**src/rtl/discrete_sizes_table_writer.sv**
```systemverilog
// discrete_sizes_table_writer
//   Writer side of the discrete-variable size table. A host streams one count
//   per variable over a valid/ready handshake after an in_start pulse; the
//   block saturates oversized counts, owns the table storage and serves the
//   randomizer read port (index in, registered count out, 1-cycle latency).
//
//   Handshake: a word moves on a rising edge when in_data_valid and
//   out_data_ready are both high on that edge, unless in_start is also high
//   (a restart always wins and the word is dropped). out_data_ready is a
//   registered output, high only while loading.
//
//   Optional feature macro: DISCRETE_TABLE_CHECKSUM_EN
//     Defined: each load takes NUM_VARS+1 words; the last word is the sum of
//     the raw data words mod 2^SIZE_W. It is not stored; a mismatch raises
//     out_error and keeps out_table_valid low (out_load_done still pulses).
//     Undefined: exactly NUM_VARS words per load, no checksum logic.
//
//   out_debug_state exposes the FSM state (0=IDLE, 1=LOAD, 2=DONE).
module discrete_sizes_table_writer #(
  parameter int NUM_VARS   = 4,
  parameter int IDX_W      = 2,
  parameter int SIZE_W     = 3,
  parameter int MAX_VALUES = 4
) (
  input  logic              in_clk,
  input  logic              in_rst_n,
  input  logic              in_start,
  input  logic              in_data_valid,
  input  logic [SIZE_W-1:0] in_data,
  output logic              out_data_ready,
  output logic              out_load_done,
  output logic              out_table_valid,
  output logic              out_error,
  input  logic [IDX_W-1:0]  in_variable_index,
  output logic [SIZE_W-1:0] out_number_of_discrete_assignments,
  output logic [1:0]        out_debug_state
);

`ifdef DISCRETE_TABLE_CHECKSUM_EN
  localparam int WORDS = NUM_VARS + 1;
`else
  localparam int WORDS = NUM_VARS;
`endif

  // Counter must reach WORDS so it can index every stream word.
  localparam int CNT_W = $clog2(WORDS + 1);

  localparam logic [CNT_W-1:0]  LAST_CNT   = CNT_W'(WORDS - 1);
  localparam logic [CNT_W-1:0]  DEPTH_CNT  = CNT_W'(NUM_VARS);
  localparam logic [SIZE_W-1:0] MAX_ENTRY  = SIZE_W'(MAX_VALUES);

  typedef enum logic [1:0] {
    ST_IDLE = 2'd0,
    ST_LOAD = 2'd1,
    ST_DONE = 2'd2
  } state_t;

  state_t              state_q;
  state_t              state_d;
  logic [CNT_W-1:0]    cnt_q;
  logic                ready_q;
  logic                done_q;
  logic                tvalid_q;
  logic                err_q;
  logic [SIZE_W-1:0]   rd_q;
  logic [SIZE_W-1:0]   table_q [NUM_VARS];

  logic                xfer;
  logic                last_xfer;
  logic                table_wr;
  logic                sat;
  logic [SIZE_W-1:0]   wr_value;

`ifdef DISCRETE_TABLE_CHECKSUM_EN
  logic [SIZE_W-1:0]   sum_q;
`endif

  // FSM state register.
  always_ff @(posedge in_clk or negedge in_rst_n) begin
    if (!in_rst_n) begin
      state_q <= ST_IDLE;
    end else begin
      state_q <= state_d;
    end
  end

  // Next-state and handshake decode; a restart suppresses any transfer.
  always_comb begin
    state_d   = state_q;
    xfer      = 1'b0;
    last_xfer = 1'b0;
    case (state_q)
      ST_IDLE: begin
        if (in_start) state_d = ST_LOAD;
      end
      ST_LOAD: begin
        xfer      = in_data_valid & ready_q & ~in_start;
        last_xfer = xfer & (cnt_q == LAST_CNT);
        if (in_start)       state_d = ST_LOAD;
        else if (last_xfer) state_d = ST_DONE;
      end
      ST_DONE: begin
        state_d = in_start ? ST_LOAD : ST_IDLE;
      end
      default: begin
        state_d = ST_IDLE;
      end
    endcase
  end

  // Only data words land in the table; the checksum word never does.
  assign table_wr = xfer & (cnt_q < DEPTH_CNT);
  assign sat      = in_data > MAX_ENTRY;
  assign wr_value = sat ? MAX_ENTRY : in_data;

  // Load control: counter, sticky error, table-valid, done pulse, ready.
  always_ff @(posedge in_clk or negedge in_rst_n) begin
    if (!in_rst_n) begin
      cnt_q    <= '0;
      ready_q  <= 1'b0;
      done_q   <= 1'b0;
      tvalid_q <= 1'b0;
      err_q    <= 1'b0;
    end else begin
      ready_q <= (state_d == ST_LOAD);
      done_q  <= (state_d == ST_DONE);
      if (in_start) begin
        cnt_q    <= '0;
        tvalid_q <= 1'b0;
        err_q    <= 1'b0;
      end else if (xfer) begin
        cnt_q <= cnt_q + 1'b1;
        if (table_wr && sat) err_q <= 1'b1;
`ifdef DISCRETE_TABLE_CHECKSUM_EN
        if (last_xfer) begin
          if (in_data != sum_q) err_q    <= 1'b1;
          else                  tvalid_q <= 1'b1;
        end
`else
        if (last_xfer) tvalid_q <= 1'b1;
`endif
      end
    end
  end

`ifdef DISCRETE_TABLE_CHECKSUM_EN
  // Running checksum of raw (unsaturated) data words, mod 2^SIZE_W.
  always_ff @(posedge in_clk or negedge in_rst_n) begin
    if (!in_rst_n) begin
      sum_q <= '0;
    end else if (in_start) begin
      sum_q <= '0;
    end else if (table_wr) begin
      sum_q <= sum_q + in_data;
    end
  end
`endif

  // Table storage; cleared by reset, written one entry per accepted word.
  always_ff @(posedge in_clk or negedge in_rst_n) begin
    if (!in_rst_n) begin
      for (int i = 0; i < NUM_VARS; i++) table_q[i] <= '0;
    end else if (table_wr) begin
      table_q[cnt_q[IDX_W-1:0]] <= wr_value;
    end
  end

  // Registered read port; sees the pre-write value on a same-edge write.
  always_ff @(posedge in_clk or negedge in_rst_n) begin
    if (!in_rst_n) begin
      rd_q <= '0;
    end else if (32'(in_variable_index) < NUM_VARS) begin
      rd_q <= table_q[in_variable_index];
    end else begin
      rd_q <= '0;
    end
  end

  assign out_data_ready                     = ready_q;
  assign out_load_done                      = done_q;
  assign out_table_valid                    = tvalid_q;
  assign out_error                          = err_q;
  assign out_number_of_discrete_assignments = rd_q;
  assign out_debug_state                    = state_q;

endmodule

```
**config.mk**
```make
export PLATFORM = sky130hd
export DESIGN_NAME = discrete_sizes_table_writer
export DESIGN_NICKNAME = d
export VERILOG_FILES = /design/src/rtl/discrete_sizes_table_writer.sv
export SDC_FILE = /design/constraint.sdc
export NUM_CORES = 1
export LEC_CHECK = 0
export CORE_MARGIN = 2
export CORE_UTILIZATION = 50
export DETAILED_ROUTE_END_ITERATION = 7
export GPL_ROUTABILITY_DRIVEN = 1
export PLACE_DENSITY = 0.75
export REMOVE_ABC_BUFFERS = 1
export SETUP_SLACK_MARGIN = 0.02
export SYNTH_ARGS = -nofsm -noshare
export SYNTH_HDL_FRONTEND = slang
export SYNTH_SLANG_ARGS = --single-unit
```
**constraint.sdc**
```tcl
create_clock -name in_clk -period 1.75 [get_ports in_clk]
set_clock_uncertainty 0.15 [all_clocks]
set_input_delay 0.175 -clock in_clk [delete_from_list [all_inputs] [get_ports in_clk]]
set_output_delay 0.175 -clock in_clk [all_outputs]
set_load 0.02 [all_outputs]
```
# Yosys cells after proc, flatten, opt, wreduce, memory -nomap -nowiden
# Cells that the tools add are included.
# W data, S select, Z words.
# classes
addsub	1
n_lt_le_gt_ge	5
eq_ne	5
mux	22
bitwise_logic	7
reduce_logical	8
# op_table
op	n
$mux W3	6
$bwmux W12	1
$mux W1	9
$bmux W3 S2	1
$demux W3 S2	1
$ge A3 B3 Y1 const B	2
$mux W2	3
$not A2 Y3	2
$pmux W2 S3	1
$reduce_bool A2 Y1	3
$and A1 B1 Y1	4
$eq A2 B1 Y1 const B	2
$eq A2 B2 Y1 const B	2
$reduce_and A2 Y1	2
$add A3 B1 Y3 const B	1
$eq A3 B2 Y1 const B	1
$gt A3 B3 Y1 const B	1
$lt A3 B1 Y1 const B	1
$lt A3 B3 Y1 const B	1
$logic_and A1 B1 Y1	2
$logic_not A2 Y1	1
$not A1 Y1	1
# word_totals
ff_bits	24
output_inout_bits	9
elab_cells	59

# Logic depth before layout (Yosys ltp)
# logic_depth
ltp_word	8
depth_mapped	5
depth_no_buf	5

# Worst setup path before layout
# OpenSTA, ideal clock, no wires.
# synth_path
kind	flip-flop to flip-flop
from	register state_q[1] (netlist: out_debug_state[1])
to	register table_q[0] (netlist name)
setup_ns	0.125
t_arrival_ns	1.310
setup_slack_ns	0.165
stages_incl_launch_ff	5
path_buffers	1
synth_period_minus_slack_ns	1.585
path_cell_list	dfrtp_1 > and4b_1 > buf_6 > nand3_4 > mux2_4
# synth_via
elab_chain_len	3
# synth_lines
item	line	rtl
from (decl)	58	state_t state_q;
from (signal assigned)	83	state_q <= state_d;
$eq A2 B1 Y1	92	case (state_q)
$mux W1	92	
$and A1 B1 Y1	112	assign table_wr = xfer & (cnt_q < DEPTH_CNT);
to (signal, indexed assignment)	164	table_q[cnt_q[IDX_W-1:0]] <= wr_value;
to (decl)	66	logic [SIZE_W-1:0] table_q [NUM_VARS];
# No other way between the ends.
# A chain may end at the register's enable or synchronous reset.

# Worst setup path after layout
# layout_path
from	register state_q[1] (netlist: out_debug_state[1])
to	output out_debug_state[1]
# layout_rtl
item	line	rtl
to (decl)	36	output logic [1:0] out_debug_state
# No word-level cell between the ends.

==> metrics.md <==
| Metric | Value |
|---|---|
| Status | finished clean |
| Most frequent cell after synthesis | dfrtp_1 |
| Post-synth EDFFs | 0 |
| Mux share of post-synthesis cell area | 22.0% |
| Stages on worst setup path | 1 |
| First-pass iteration count of the detailed router | 4 |
| CP Cell Sequence | clkdlybuf4s50_1 |
| Power Internal | roughly 0.98 mW |
| DP Wirelength | 1470 um |
| Initial Util | approximately half |
| CP endpoint | out_debug_state[1] |
| CTS tree | built |
| Root buf cell | clkbuf_4 |
| Reg2reg setup slack | ~0.17 ns |
| # clock sinks | 24 |
| Antenna violations before repair | 0 |
| Measured slew at the worst slew-check pin | 0.297 ns |
| DIE AREA | between 0.002 and 0.003 mm2 |
| DR iter-0 viols | 5 |
| Crit path max fanout | 4 |
| Worst path bufs/invs | 1 |
| Start-to-end type of the worst setup path | register to output pin |
| Post-synthesis to final-layout area growth | 23.1% |
| CP arrival | 1.35 ns |
| Min-delay worst type | input pin to asynchronous set/reset pin |
| Nets | 115 |
| CTS Buf Count | 3 |
| Hold WS | 0.0504 ns |
| Congestion Overflow GR | 0 |
| Core box area | 0.00217 mm2 |
| First-pass GRT wire length | 3350 um |
| CP Launch Point | out_debug_state[1] |
| Sequential power share | 54.6% |
| Maximum clock frequency | 598 MHz |
| Synth Area per Inst | 15.0 um2 |
| DR DRC count | 0 |
| Post-synthesis sequential area ratio | 53.5% |
| Clock power share | 17.6% |
| Clk slew on worst S/H paths | 0.12 ns |
| Synth Area in Adders | 5.57% |
| Main combinational cell family by area after synthesis | multiplexers |
| Switching share of power | 27.0% |
| Logic pwr share | 27.7% |
| Crit. End Element | output pin |
| Latest clock arrival within the worst-skew pair | 0.31 ns |
| Req. time, crit path | roughly 1.4 ns |
| Die H | 51.4 um |
| Fin cells | 127 |
| GRT Total Usage | 17.3% |
| Slew headroom | 80.2% |
| Layout cells sized above 1 | 28.3% |
| Register-to-Register Path Depth | 4 |
| Max-cap violations | 0 |
| Port Buffers | 17 |
| Routed length per placed instance | between 10 and 15 um |
| Top post-synthesis cells by area | dfrtp_1 54%, mux2_4 12%, mux4_2 6.0% |
| Post-synth top area share | between 50% and 60% |
| Power Dens Cells | 974 mW/mm2 |
| Cell with the largest stage delay on the worst path | clkdlybuf4s50_1 |
| Vias in the first global route | roughly 740 |
| Period minus WS final | ~1.7 ns |
| CTS Buffer Depth | 2 |
| Max Slew Vio Count | 0 |
| Max rail drop VDD | 0.553 mV |
| Slowest stage delay, CP | between 0.6 and 0.7 ns |
| # fillers | 172 |
| Synth unique cells | 20 |
| Pin count of the biggest net entering global routing | 25 |
| Leakage power | 0.630 nW |
| DRT Wirelength | about 1900 um |
| Top FF cell, synth | dfrtp_1 |
| Via count | 669 |
| Remaining antenna violation count | 0 |
| Synth Area in Simple Gates | 11.7% |
| Worst r2r dst | table_q[5] |
| Sw Pwr | between 0.3 and 0.4 mW |
| Total number of yosys warnings | 0 |
| Synthesized area | about 0.0011 mm2 |
| Fin crit share | 95.6% |
| H-tree depth | 1 |
| Cell row count | 17 |
| Synthesized instance count | 75 |
| Critical Path Source Type | register |
| Top post-synthesis cells by count | 24 x dfrtp_1, 9 x mux2_4, 6 x nor2_1, 5 x a21oi_1, 5 x ha_1 |
| Area leader, netlist | dfrtp_1 |
| Via-to-Cell Ratio | 5.27 |
| Top Ports | 18 |
| RD Place Congestion | between 0.7 and 0.8 |
| # diodes | 0 |
| Fin. Hold Viols | 0 |
| Worst reg2reg path startpoint | out_debug_state[1] |
| #FFs+latches synth | 24 |
| Synth Area in XOR/XNOR | less than 1% |
| Critical path's top delay family | buffers and inverters |
| # setup viols final | 0 |
| Die width | 51.4 um |
| Compound-gate portion of the synthesized area | 3.68% |
| FFs w/ async S/R, synth | 100% |
| Dpl cells | 124 |
| RSZ-0062 raised after global routing | no |
| Hold buffers post-CTS | 0 |
| Total power | 1.35 mW |
[cell usage in the layout, fill, tap and decap left out]
| cell type | Yosys | routed |
|---|---|---|
| xnor2_1 | 1 | 1 |
| ha_1 | 5 | 5 |
| a211oi_1 | 1 | 1 |
| nand2_1 | 1 | 1 |
| nand3_4 | 3 | 3 |
| buf_4 | 0 | 6 |
| mux4_2 | 3 | 3 |
| clkdlybuf4s50_1 | 0 | 16 |
| nor2b_1 | 2 | 2 |
| dlymetal6s2s_1 | 0 | 1 |
| mux2_4 | 9 | 9 |
| mux2i_1 | 1 | 1 |
| o2111ai_1 | 1 | 1 |
| inv_1 | 4 | 4 |
| dfrtp_1 | 24 | 24 |
| nor2_8 | 1 | 1 |
| mux2_2 | 3 | 3 |
| clkbuf_4 | 0 | 3 |
| a21oi_1 | 5 | 5 |
| nor2_1 | 6 | 6 |
| and4b_1 | 1 | 1 |
| nand3_1 | 2 | 2 |
[flip-flops by register name, summed over array words and instances (netlist names)]
name	flops
cnt_q	3
out_data_ready	1
out_debug_state	2
out_error	1
out_load_done	1
out_number_of_discrete_assignments	3
out_table_valid	1
table_q	12
[logic make-up after synthesis]
logic type	count (synthesis)
buf+inv	6
flops	24
xor+xnor	1
mux	16
simple gates	16
fa+ha+maj	5
compound gates	7
[timing repair]
item | in CTS | in global routing
gates resized for setup | 0 | 1
buffers inserted | 0 | 0
setup endpoints to repair | 0 | 1
[worst min path at each step]
| stage | from | endpoint | slack, ns | cells after the start |
|---|---|---|---|---|
| 2_1_floorplan | in_rst_n | cnt_q[0] | -0.27 | 0 |
| 3_3_place_gp | out_table_valid | out_table_valid | 0.34 | 2 |
| 3_5_place_dp | out_debug_state[1] | out_debug_state[0] | 0.34 | 1 |
| 4_1_cts | in_rst_n | out_number_of_discrete_assignments[1] | 0.06 | 2 |
| 5_1_grt | in_rst_n | table_q[7] | 0.08 | 2 |
| 6_report | in_rst_n | out_number_of_discrete_assignments[1] | 0.05 | 2 |
[routing by layer]
layer,vias to the layer above,wire length [um],GRT usage (%)
met5,-,0,0
met2,18,974,30.1
li1,311,-,-
met1,337,765,19.8
met4,0,29,7.89
met3,3,95,4.39
[per-stage QoR]
step | util (%) | TNS (ns) | setup slack, ns | cell area [um2]
final | 63.7 | 0 | 0.0773 | 1380
after floorplan | - | -0.608 | -0.0889 | 1110
after detailed placement | 62.5 | -0.0370 | -0.0128 | 1360
after global routing | 63.7 | 0 | 0.0281 | 1380
after global placement | 62.5 | 0 | 0.0150 | 1360
after CTS | 63.6 | 0 | 0.0562 | 1380
[cell type report]
type / count / area [um2] / area share (%)
Sequential cell: 24 / 601 / 43.5
Multi-Input combinational cell: 45 / 490 / 35.5
Timing Repair Buffer: 23 / 218 / 15.8
Tap cell: 28 / 35.0 / 2.54
Clock buffer: 3 / 22.5 / 1.63
Inverter: 4 / 15.0 / 1.09
[power groups by stage]
stage	Sequential, mW	Combinational [mW]	Clock, mW
4_1_cts	0.737	0.380	0.244
5_1_grt	0.747	0.404	0.263
3_3_place_gp	0.743	0.369	0
3_5_place_dp	0.749	0.378	0
2_1_floorplan	0.762	0.212	0
6_report	0.735	0.373	0.237
(Power assumes the default switching activity.)
